`config.mk`:
```
export PLATFORM = sky130hd
export DESIGN_NAME = pipe_stage_reg
export DESIGN_NICKNAME = d
export VERILOG_FILES = /design/src/rtl/pipe_pkg.sv /design/src/rtl/pipe_slot.sv /design/src/rtl/pipe_stage_reg.sv
export SDC_FILE = /design/constraint.sdc
export NUM_CORES = 1
export LEC_CHECK = 0
export CAP_MARGIN = 20
export CELL_PAD_IN_SITES_DETAIL_PLACEMENT = 1
export CELL_PAD_IN_SITES_GLOBAL_PLACEMENT = 1
export CORE_MARGIN = 5
export CORE_UTILIZATION = 27
export DETAILED_ROUTE_END_ITERATION = 10
export HOLD_SLACK_MARGIN = 0.08
export PLACE_DENSITY_LB_ADDON = 0.25
export SYNTH_ARGS = -nofsm -noshare
export SYNTH_HDL_FRONTEND = slang
export SYNTH_SLANG_ARGS = --single-unit
```
`constraint.sdc`:
```
create_clock -name CLK -period 2.4 [get_ports CLK]
set_clock_uncertainty 0.15 [all_clocks]
set_input_delay 0.48 -clock CLK [delete_from_list [all_inputs] [get_ports CLK]]
set_output_delay 0.48 -clock CLK [all_outputs]
set_load 0.1 [all_outputs]
```
`src/rtl/pipe_pkg.sv`:
```
// Shared constants for pipeline stage registers: slot-state encoding, default widths,
// and payload widths for each stage boundary of the core.
package pipe_pkg;

   // State is {skid_valid, main_valid}; 2'b10 cannot occur because skid only fills behind main
   localparam logic [1:0] ST_EMPTY = 2'b00;
   localparam logic [1:0] ST_ONE   = 2'b01;
   localparam logic [1:0] ST_FULL  = 2'b11;

   localparam int DEF_CTRL_W = 4;
   localparam int DEF_DATA_W = 101;
   localparam int DEF_CNT_W  = 16;

   // Instr + PC + PCPlus4
   localparam int IFID_CTRL_W  = 1;
   localparam int IFID_DATA_W  = 96;
   // RD1 + RD2 + PC + ImmExt + PCPlus4 + Rs1 + Rs2 + Rd
   localparam int IDEX_CTRL_W  = 10;
   localparam int IDEX_DATA_W  = 175;
   // ALUResult + WriteData + Rd + PCPlus4
   localparam int EXMEM_CTRL_W = 4;
   localparam int EXMEM_DATA_W = 101;
   // ALUResult + ReadData + Rd + PCPlus4
   localparam int MEMWB_CTRL_W = 3;
   localparam int MEMWB_DATA_W = 101;

endpackage

```
`src/rtl/pipe_slot.sv`:
```
// One storage entry: valid bit, control payload (zeroed on clear) and data payload (held on clear).
// Latency: load visible one cycle later; clear has priority over load.
module pipe_slot
   import pipe_pkg::*;
#(
   parameter int CTRL_W = DEF_CTRL_W,
   parameter int DATA_W = DEF_DATA_W
) (
   input  logic              CLK,
   input  logic              RST,
   input  logic              load_i,
   input  logic              clear_i,
   input  logic [CTRL_W-1:0] ctrl_i,
   input  logic [DATA_W-1:0] data_i,
   output logic              valid_o,
   output logic [CTRL_W-1:0] ctrl_o,
   output logic [DATA_W-1:0] data_o
);

   logic              valid_q, valid_d;
   logic [CTRL_W-1:0] ctrl_q,  ctrl_d;
   logic [DATA_W-1:0] data_q,  data_d;

   always_comb begin
      valid_d = valid_q;
      ctrl_d  = ctrl_q;
      data_d  = data_q;
      if (clear_i) begin
         valid_d = 1'b0;
         ctrl_d  = '0;
      end else if (load_i) begin
         valid_d = 1'b1;
         ctrl_d  = ctrl_i;
         data_d  = data_i;
      end
   end

   always_ff @(posedge CLK or negedge RST) begin
      if (!RST) begin
         valid_q <= 1'b0;
         ctrl_q  <= '0;
         data_q  <= '0;
      end else begin
         valid_q <= valid_d;
         ctrl_q  <= ctrl_d;
         data_q  <= data_d;
      end
   end

   assign valid_o = valid_q;
   assign ctrl_o  = ctrl_q;
   assign data_o  = data_q;

endmodule

```
`src/rtl/pipe_stage_reg.sv`:
```
// Pipeline stage register with valid/ready handshake, 2-entry skid buffer and flush; optional perf
// counters under PIPE_STAGE_REG_PERF_EN. 1-cycle latency, in_ready is registered (= !skid valid).
module pipe_stage_reg
   import pipe_pkg::*;
#(
   parameter int CTRL_W = DEF_CTRL_W,
   parameter int DATA_W = DEF_DATA_W
`ifdef PIPE_STAGE_REG_PERF_EN
   ,
   parameter int CNT_W  = DEF_CNT_W
`endif
) (
   input  logic              CLK,
   input  logic              RST,
   input  logic              FLUSH,
   input  logic              in_valid,
   output logic              in_ready,
   input  logic [CTRL_W-1:0] in_ctrl,
   input  logic [DATA_W-1:0] in_data,
   output logic              out_valid,
   input  logic              out_ready,
   output logic [CTRL_W-1:0] out_ctrl,
   output logic [DATA_W-1:0] out_data
`ifdef PIPE_STAGE_REG_PERF_EN
   ,
   output logic [CNT_W-1:0]  stall_cnt,
   output logic [CNT_W-1:0]  flush_cnt
`endif
);

   logic              main_ld, main_clr, main_from_skid;
   logic              skid_ld, skid_clr;
   logic              skid_vld;
   logic [CTRL_W-1:0] skid_ctrl, main_ctrl_in;
   logic [DATA_W-1:0] skid_data, main_data_in;
   logic [1:0]        state;

   assign state    = {skid_vld, out_valid};
   assign in_ready = ~skid_vld;

   always_comb begin
      main_ld        = 1'b0;
      main_clr       = 1'b0;
      main_from_skid = 1'b0;
      skid_ld        = 1'b0;
      skid_clr       = 1'b0;
      if (FLUSH) begin
         main_clr = 1'b1;
         skid_clr = 1'b1;
      end else begin
         case (state)
            ST_EMPTY: main_ld = in_valid;
            ST_ONE: begin
               if (in_valid) begin
                  main_ld = out_ready;
                  skid_ld = ~out_ready;
               end else begin
                  main_clr = out_ready;
               end
            end
            ST_FULL: begin
               // in_ready is low here, so the upstream payload is ignored
               main_ld        = out_ready;
               main_from_skid = out_ready;
               skid_clr       = out_ready;
            end
            default: begin
               main_clr = 1'b1;
               skid_clr = 1'b1;
            end
         endcase
      end
   end

   assign main_ctrl_in = main_from_skid ? skid_ctrl : in_ctrl;
   assign main_data_in = main_from_skid ? skid_data : in_data;

   pipe_slot #(.CTRL_W(CTRL_W), .DATA_W(DATA_W)) u_main (
      .CLK     (CLK),
      .RST     (RST),
      .load_i  (main_ld),
      .clear_i (main_clr),
      .ctrl_i  (main_ctrl_in),
      .data_i  (main_data_in),
      .valid_o (out_valid),
      .ctrl_o  (out_ctrl),
      .data_o  (out_data)
   );

   pipe_slot #(.CTRL_W(CTRL_W), .DATA_W(DATA_W)) u_skid (
      .CLK     (CLK),
      .RST     (RST),
      .load_i  (skid_ld),
      .clear_i (skid_clr),
      .ctrl_i  (in_ctrl),
      .data_i  (in_data),
      .valid_o (skid_vld),
      .ctrl_o  (skid_ctrl),
      .data_o  (skid_data)
   );

`ifdef PIPE_STAGE_REG_PERF_EN
   logic [CNT_W-1:0] stall_cnt_q, stall_cnt_d;
   logic [CNT_W-1:0] flush_cnt_q, flush_cnt_d;

   // Saturating counters; only reset clears them
   always_comb begin
      stall_cnt_d = stall_cnt_q;
      flush_cnt_d = flush_cnt_q;
      if (out_valid && !out_ready && (stall_cnt_q != '1))
         stall_cnt_d = stall_cnt_q + CNT_W'(1);
      if (FLUSH && (out_valid || skid_vld) && (flush_cnt_q != '1))
         flush_cnt_d = flush_cnt_q + CNT_W'(1);
   end

   always_ff @(posedge CLK or negedge RST) begin
      if (!RST) begin
         stall_cnt_q <= '0;
         flush_cnt_q <= '0;
      end else begin
         stall_cnt_q <= stall_cnt_d;
         flush_cnt_q <= flush_cnt_d;
      end
   end

   assign stall_cnt = stall_cnt_q;
   assign flush_cnt = flush_cnt_q;
`endif

endmodule
```
Word-level counts from Yosys, hierarchy flattened
Cells that the tools add are included.
{"block": "word_totals", "in_bits": 110, "reg_bits": 212, "output_inout_bits": 107, "elab_cells": 42}
{"block": "classes", "n_mux": 23, "n_reduce_logical": 7, "eq_ne": 2, "bitwise": 4}
{"op": "2-to-1 mux 101 bit", "n": 1}
{"op": "2-to-1 mux 4 bit", "n": 5}
{"op": "2-to-1 mux 1 bit", "n": 14}
{"op": "inverter 1 bit", "n": 4}
{"op": "one-hot mux 1 bit (2 select lines)", "n": 2}
{"op": "AND reduction 2 bit", "n": 2}
{"op": "nonzero test 2 bit", "n": 2}
{"op": "OR reduction 2 bit", "n": 2}
{"op": "one-hot mux 1 bit (3 select lines)", "n": 1}
{"op": "== test 2 x 1 -> 1 bit (second input constant)", "n": 1}
{"op": "== test 2 bit (second input constant)", "n": 1}
{"op": "zero test 2 bit", "n": 1}

Depth between registers and ports, before layout
{"block": "depth", "ltp_word": 6, "ltp_mapped": 8, "mapped_depth_nobuf": 6}

Cells and area by module
Synthesis repeated with hierarchy kept, for this count alone.
{"block": "unflattened", "cells_unflattened": 594, "hier_area_um2": 10447.5}
{"module": "pipe_slot", "n_inst": 2, "cells_each": 230, "area_per_inst_um2": 4423.0, "seq_area_each_um2": 2652.5}
{"module": "pipe_stage_reg", "n_inst": 1, "cells_each": 134, "area_per_inst_um2": 1601.5, "seq_area_each_um2": 0.0}

Least setup slack after synthesis
Ideal clock, no wire load.
{"block": "synth_timing", "path_type": "reg2reg", "from": "register u_main.valid_q (netlist: u_main.valid_o)", "to": "register u_skid.data_q[24] (netlist: u_skid.data_o[24])", "setup_time_ns": 0.128, "path_buffers": 2, "setup_slack_ns": -0.348, "synth_period_minus_slack_ns": 2.748, "required_ns": 2.122, "path_stages_with_launch": 7, "arrival_time_ns": 2.470, "cell_sequence": "dfrtp_1 > inv_1 > ha_1 > nor4_4 > buf_4 > buf_4 > mux2_1"}
{"block": "synth_between", "elab_chain_len": 6, "elab_cells_between_ends": 10, "cone_classes": "eq/ne: 2; mux: 4; bitwise: 1; reduce/logical: 3"}
{"item": "from (decl)", "line": "pipe_slot.sv:20", "rtl": "logic valid_q, valid_d;"}
{"item": "from (signal assigned)", "line": "pipe_slot.sv:44", "rtl": "valid_q <= valid_d;"}
{"item": "== test 2 x 1 -> 1 bit or zero test 2 bit (tied branches)", "line": "pipe_stage_reg.sv:51", "rtl": "case (state)"}
{"item": "OR reduction 2 bit (no line)"}
{"item": "one-hot mux 1 bit (2 select lines)", "line": "pipe_stage_reg.sv:51"}
{"item": "2-to-1 mux 1 bit", "line": "pipe_stage_reg.sv:47", "rtl": "if (FLUSH) begin"}
{"item": "inverter 1 bit (no line)"}
{"item": "AND reduction 2 bit (no line) (*)"}
{"item": "to (signal assigned)", "line": "pipe_slot.sv:46", "rtl": "data_q <= data_d;"}
{"item": "to (decl)", "line": "pipe_slot.sv:22", "rtl": "logic [DATA_W-1:0] data_q, data_d;"}
Mark *: on every way between the ends. The rest lies on a longest branch, timed or not.
A chain may end at the register's enable or synchronous reset.

Worst setup path in the final report
{"block": "layout_timing", "from": "register u_skid.valid_q (netlist: u_skid.valid_o)", "to": "register u_skid.data_q[97] (netlist: u_skid.data_o[97])"}
{"block": "layout_between", "elab_chain_len": 6, "elab_cells_between_ends": 10, "cone_classes": "eq/ne: 2; mux: 4; bitwise: 1; reduce/logical: 3"}
{"item": "from (decl)", "line": "pipe_slot.sv:20"}
{"item": "from (signal assigned)", "line": "pipe_slot.sv:44"}
{"item": "== test 2 x 1 -> 1 bit or zero test 2 bit (tied branches)", "line": "pipe_stage_reg.sv:51"}
{"item": "OR reduction 2 bit (no line)"}
{"item": "one-hot mux 1 bit (2 select lines)", "line": "pipe_stage_reg.sv:51"}
{"item": "2-to-1 mux 1 bit", "line": "pipe_stage_reg.sv:47"}
{"item": "inverter 1 bit (no line)"}
{"item": "AND reduction 2 bit (no line) (*)"}
Marked as above.

==> metrics <==
number of synthesized register bits 212; per-cell routed wire length 18.91 µm; Max clock buf depth 3; RSZ-0062 raised after global routing true; non-filler cells, final 1517; max_cap viols 0; pin count of the biggest net entering global routing 55; Syn Std Cell Area 0.009012 mm²; fillers 3651; met2 Use GR 0.2389; PortBufs 216; crit path launch type flip-flop; Detail Placement HPWL 18.50 mm; Async S/R FF share, synth 1.000; fin util 0.3838; prevailing post-synth register cell dfrtp_1; HP Class input pin to async pin; Critical Path AT 2520 ps; sequential share of power 0.326; met3 Use GR 0.03654; Sink Count 212; cells after synthesis 830; Yosys cell types 27; Leak 5.595 nW; initial antenna violation count 0; pre-CTS setup slack -140.2 ps; fin crit period 2259 ps; clock root buffer clkbuf_16; CTS clk-pin slew, worst paths 60 ps; GRT met1 Usage 0.2082; # IOs 217; Final WS setup 141.2 ps; Comb pwr share 0.409; TritonRoute pass-1 iters 4; Die Wd 192.7 µm; gr usage total 0.1497; number of flops mapped to enable cells by yosys 0; Initial Util 0.2708; Synthesized Nets 945; R2R cell count 7; design internal power 0.009078 W; Post-synth top cells dfrtp_1, nand2_1, a21oi_1, a31oi_1, mux2_2; initial DRC count 238; Critical Path End Type flip-flop; FF-to-FF Start u_skid.valid_o; Max-slew headroom 0.6016; Psw 0.007243 W; max-slew violation count 0; FMAX 442.7 MHz; R2R Path End u_skid.data_o[97]; Vias 7199; antenna-violating nets left 0; Die Y 192.7 µm; Core Rows 67; most crowded layer after global routing met2; # DRC 0; fin crit share 0.9412; crit path kind flip-flop to flip-flop; share of cells above drive strength 1 0.2460; CTS tree yes; post-CTS setup buffers 0; # diodes 0; Power Density 1278 mW/mm²; Post-Place Cells 1469; reg-to-reg slack, setup 140 ps; slew at the pin closest to its max-slew limit 591.3 ps; count leader, synth dfrtp_1; Max FO, Critical Path 13; top cell type's share of synthesized area 0.5886; Area contributors post-synth dfrtp_1, nand2_1, a31oi_1, mux2_2, mux2_1; Die ar. 0.03713 mm²; area delta synth->final 41.73%; Sw Share 0.4438; Worst VDD drop 0.0007309 V; register area share after synthesis 0.5886; CTS H-Tree Depth 1; synth warn 0; Avg Inst Size Synth 10.86 µm²; cts bufs inserted 26; final hold vios 0; CP Data Required Time 2660 ps; Hold WS 329.2 ps; Vias per Instance 4.746; first-pass GRT wire length 44.47 mm; gpl congestion 0.7328; vias in the first global route 7671; Worst-Skew Late Latency 520 ps; Final Setup Violations 0; post-synthesis cell type with the largest combined area dfrtp_1; final WL 28.69 mm; Core Region 0.03328 mm²; gr ovfl total 0; status finished, final reports clean; nets 1166; Clock Power Share 0.265
-- worst max path at each step --
stage / end / cells past startpoint / start
floorplan: u_main.data_o[10] / 8 / u_skid.valid_o
global placement: u_main.data_o[80] / 7 / out_ready
detailed placement: u_main.data_o[73] / 7 / out_ready
CTS: u_main.data_o[73] / 8 / u_skid.valid_o
global route: u_main.data_o[69] / 8 / u_skid.valid_o
finish: u_skid.data_o[97] / 7 / u_skid.valid_o
-- flip-flops by register name, indices dropped and copies added (netlist names) --
signal and count:
u_skid.ctrl_o 4, u_main.ctrl_o 4, u_main.valid_o 1, u_skid.data_o 101, u_skid.valid_o 1, u_main.data_o 101
-- critical path, cell delays in order, from the launching register on --
cell        delay (ps)
dfrtp_2            450
clkinvlp_4         120
ha_2               240
nand2_1            140
nor4_4             250
buf_12             220
buf_4              210
mux2_2             350
-- stage by stage --
step	setup TNS [ps]	power, W	cell area (µm²)
finish	0	0.01632	12770
floorplan	-5644	0.01032	9131
global placement	-3553	0.01201	11790
global route	-34.01	0.01708	12770
detailed placement	-9245	0.01211	11790
CTS	0	0.01654	12750
-- power groups by stage --
| stage | sequential, W | combinational [W] | clock, W |
|---|---|---|---|
| after floorplan | 0.00907 | 0.00125 | 0 |
| after global placement | 0.00535 | 0.00665 | 0 |
| after detailed placement | 0.00538 | 0.00673 | 0 |
| after CTS | 0.00534 | 0.00673 | 0.00447 |
| after global routing | 0.00546 | 0.00699 | 0.00462 |
| final | 0.00532 | 0.00667 | 0.00433 |
-- metal layers --
metal	routed length (µm)	part of all wire	vias up
met2	13060	0.46	162
li1	-	-	3365
met4	484	0.017	0
met5	0	0	-
met3	1725	0.060	34
met1	13420	0.47	3638
-- cells in the final DEF (no fill, tap or decap), types with 3 or more instances in the layout --
cell type / n
a211oi_1: 4
a21oi_1: 102
a22o_1: 4
a31oi_1: 101
buf_12: 22
buf_4: 128
bufinv_16: 5
clkbuf_1: 4
clkbuf_16: 28
clkbuf_8: 6
clkdlybuf4s50_1: 108
clkinv_2: 3
dfrtp_1: 210
ha_1: 3
mux2_1: 46
mux2_2: 55
mux2i_1: 4
nand2_1: 205
nor2_1: 8
-- kinds of logic (layout without fill, tap and decap cells) --
kind of cell    Yosys count  after routing  share of synthesized area
compound gates          214            214                     0.1383
fa+ha+maj                 5              5                   0.006942
buf+inv                  70            309                    0.03748
flops                   212            212                     0.5886
mux                     105            105                     0.1306
simple gates            224            224                    0.09802
-- repair_timing --
item / CTS / global route
resized for setup: 0 / 2
endpoints found under the setup margin: 0 / 57
hold buffers: 1 / 0
endpoints found under the hold margin: 49 / 0
-- cell type report --
cell class	instances	area, µm²	share of cell area
clock buffers	37	773.2	0.06053
clock inverters	9	173.9	0.01362
inverters	2	11.26	0.0008816
multi-input cells	548	3412	0.2671
flip-flops and latches	212	5310	0.4157
well taps	448	560.5	0.04388
repair buffers	261	2532	0.1983
Note: power is estimated with default switching activity, not from simulation.
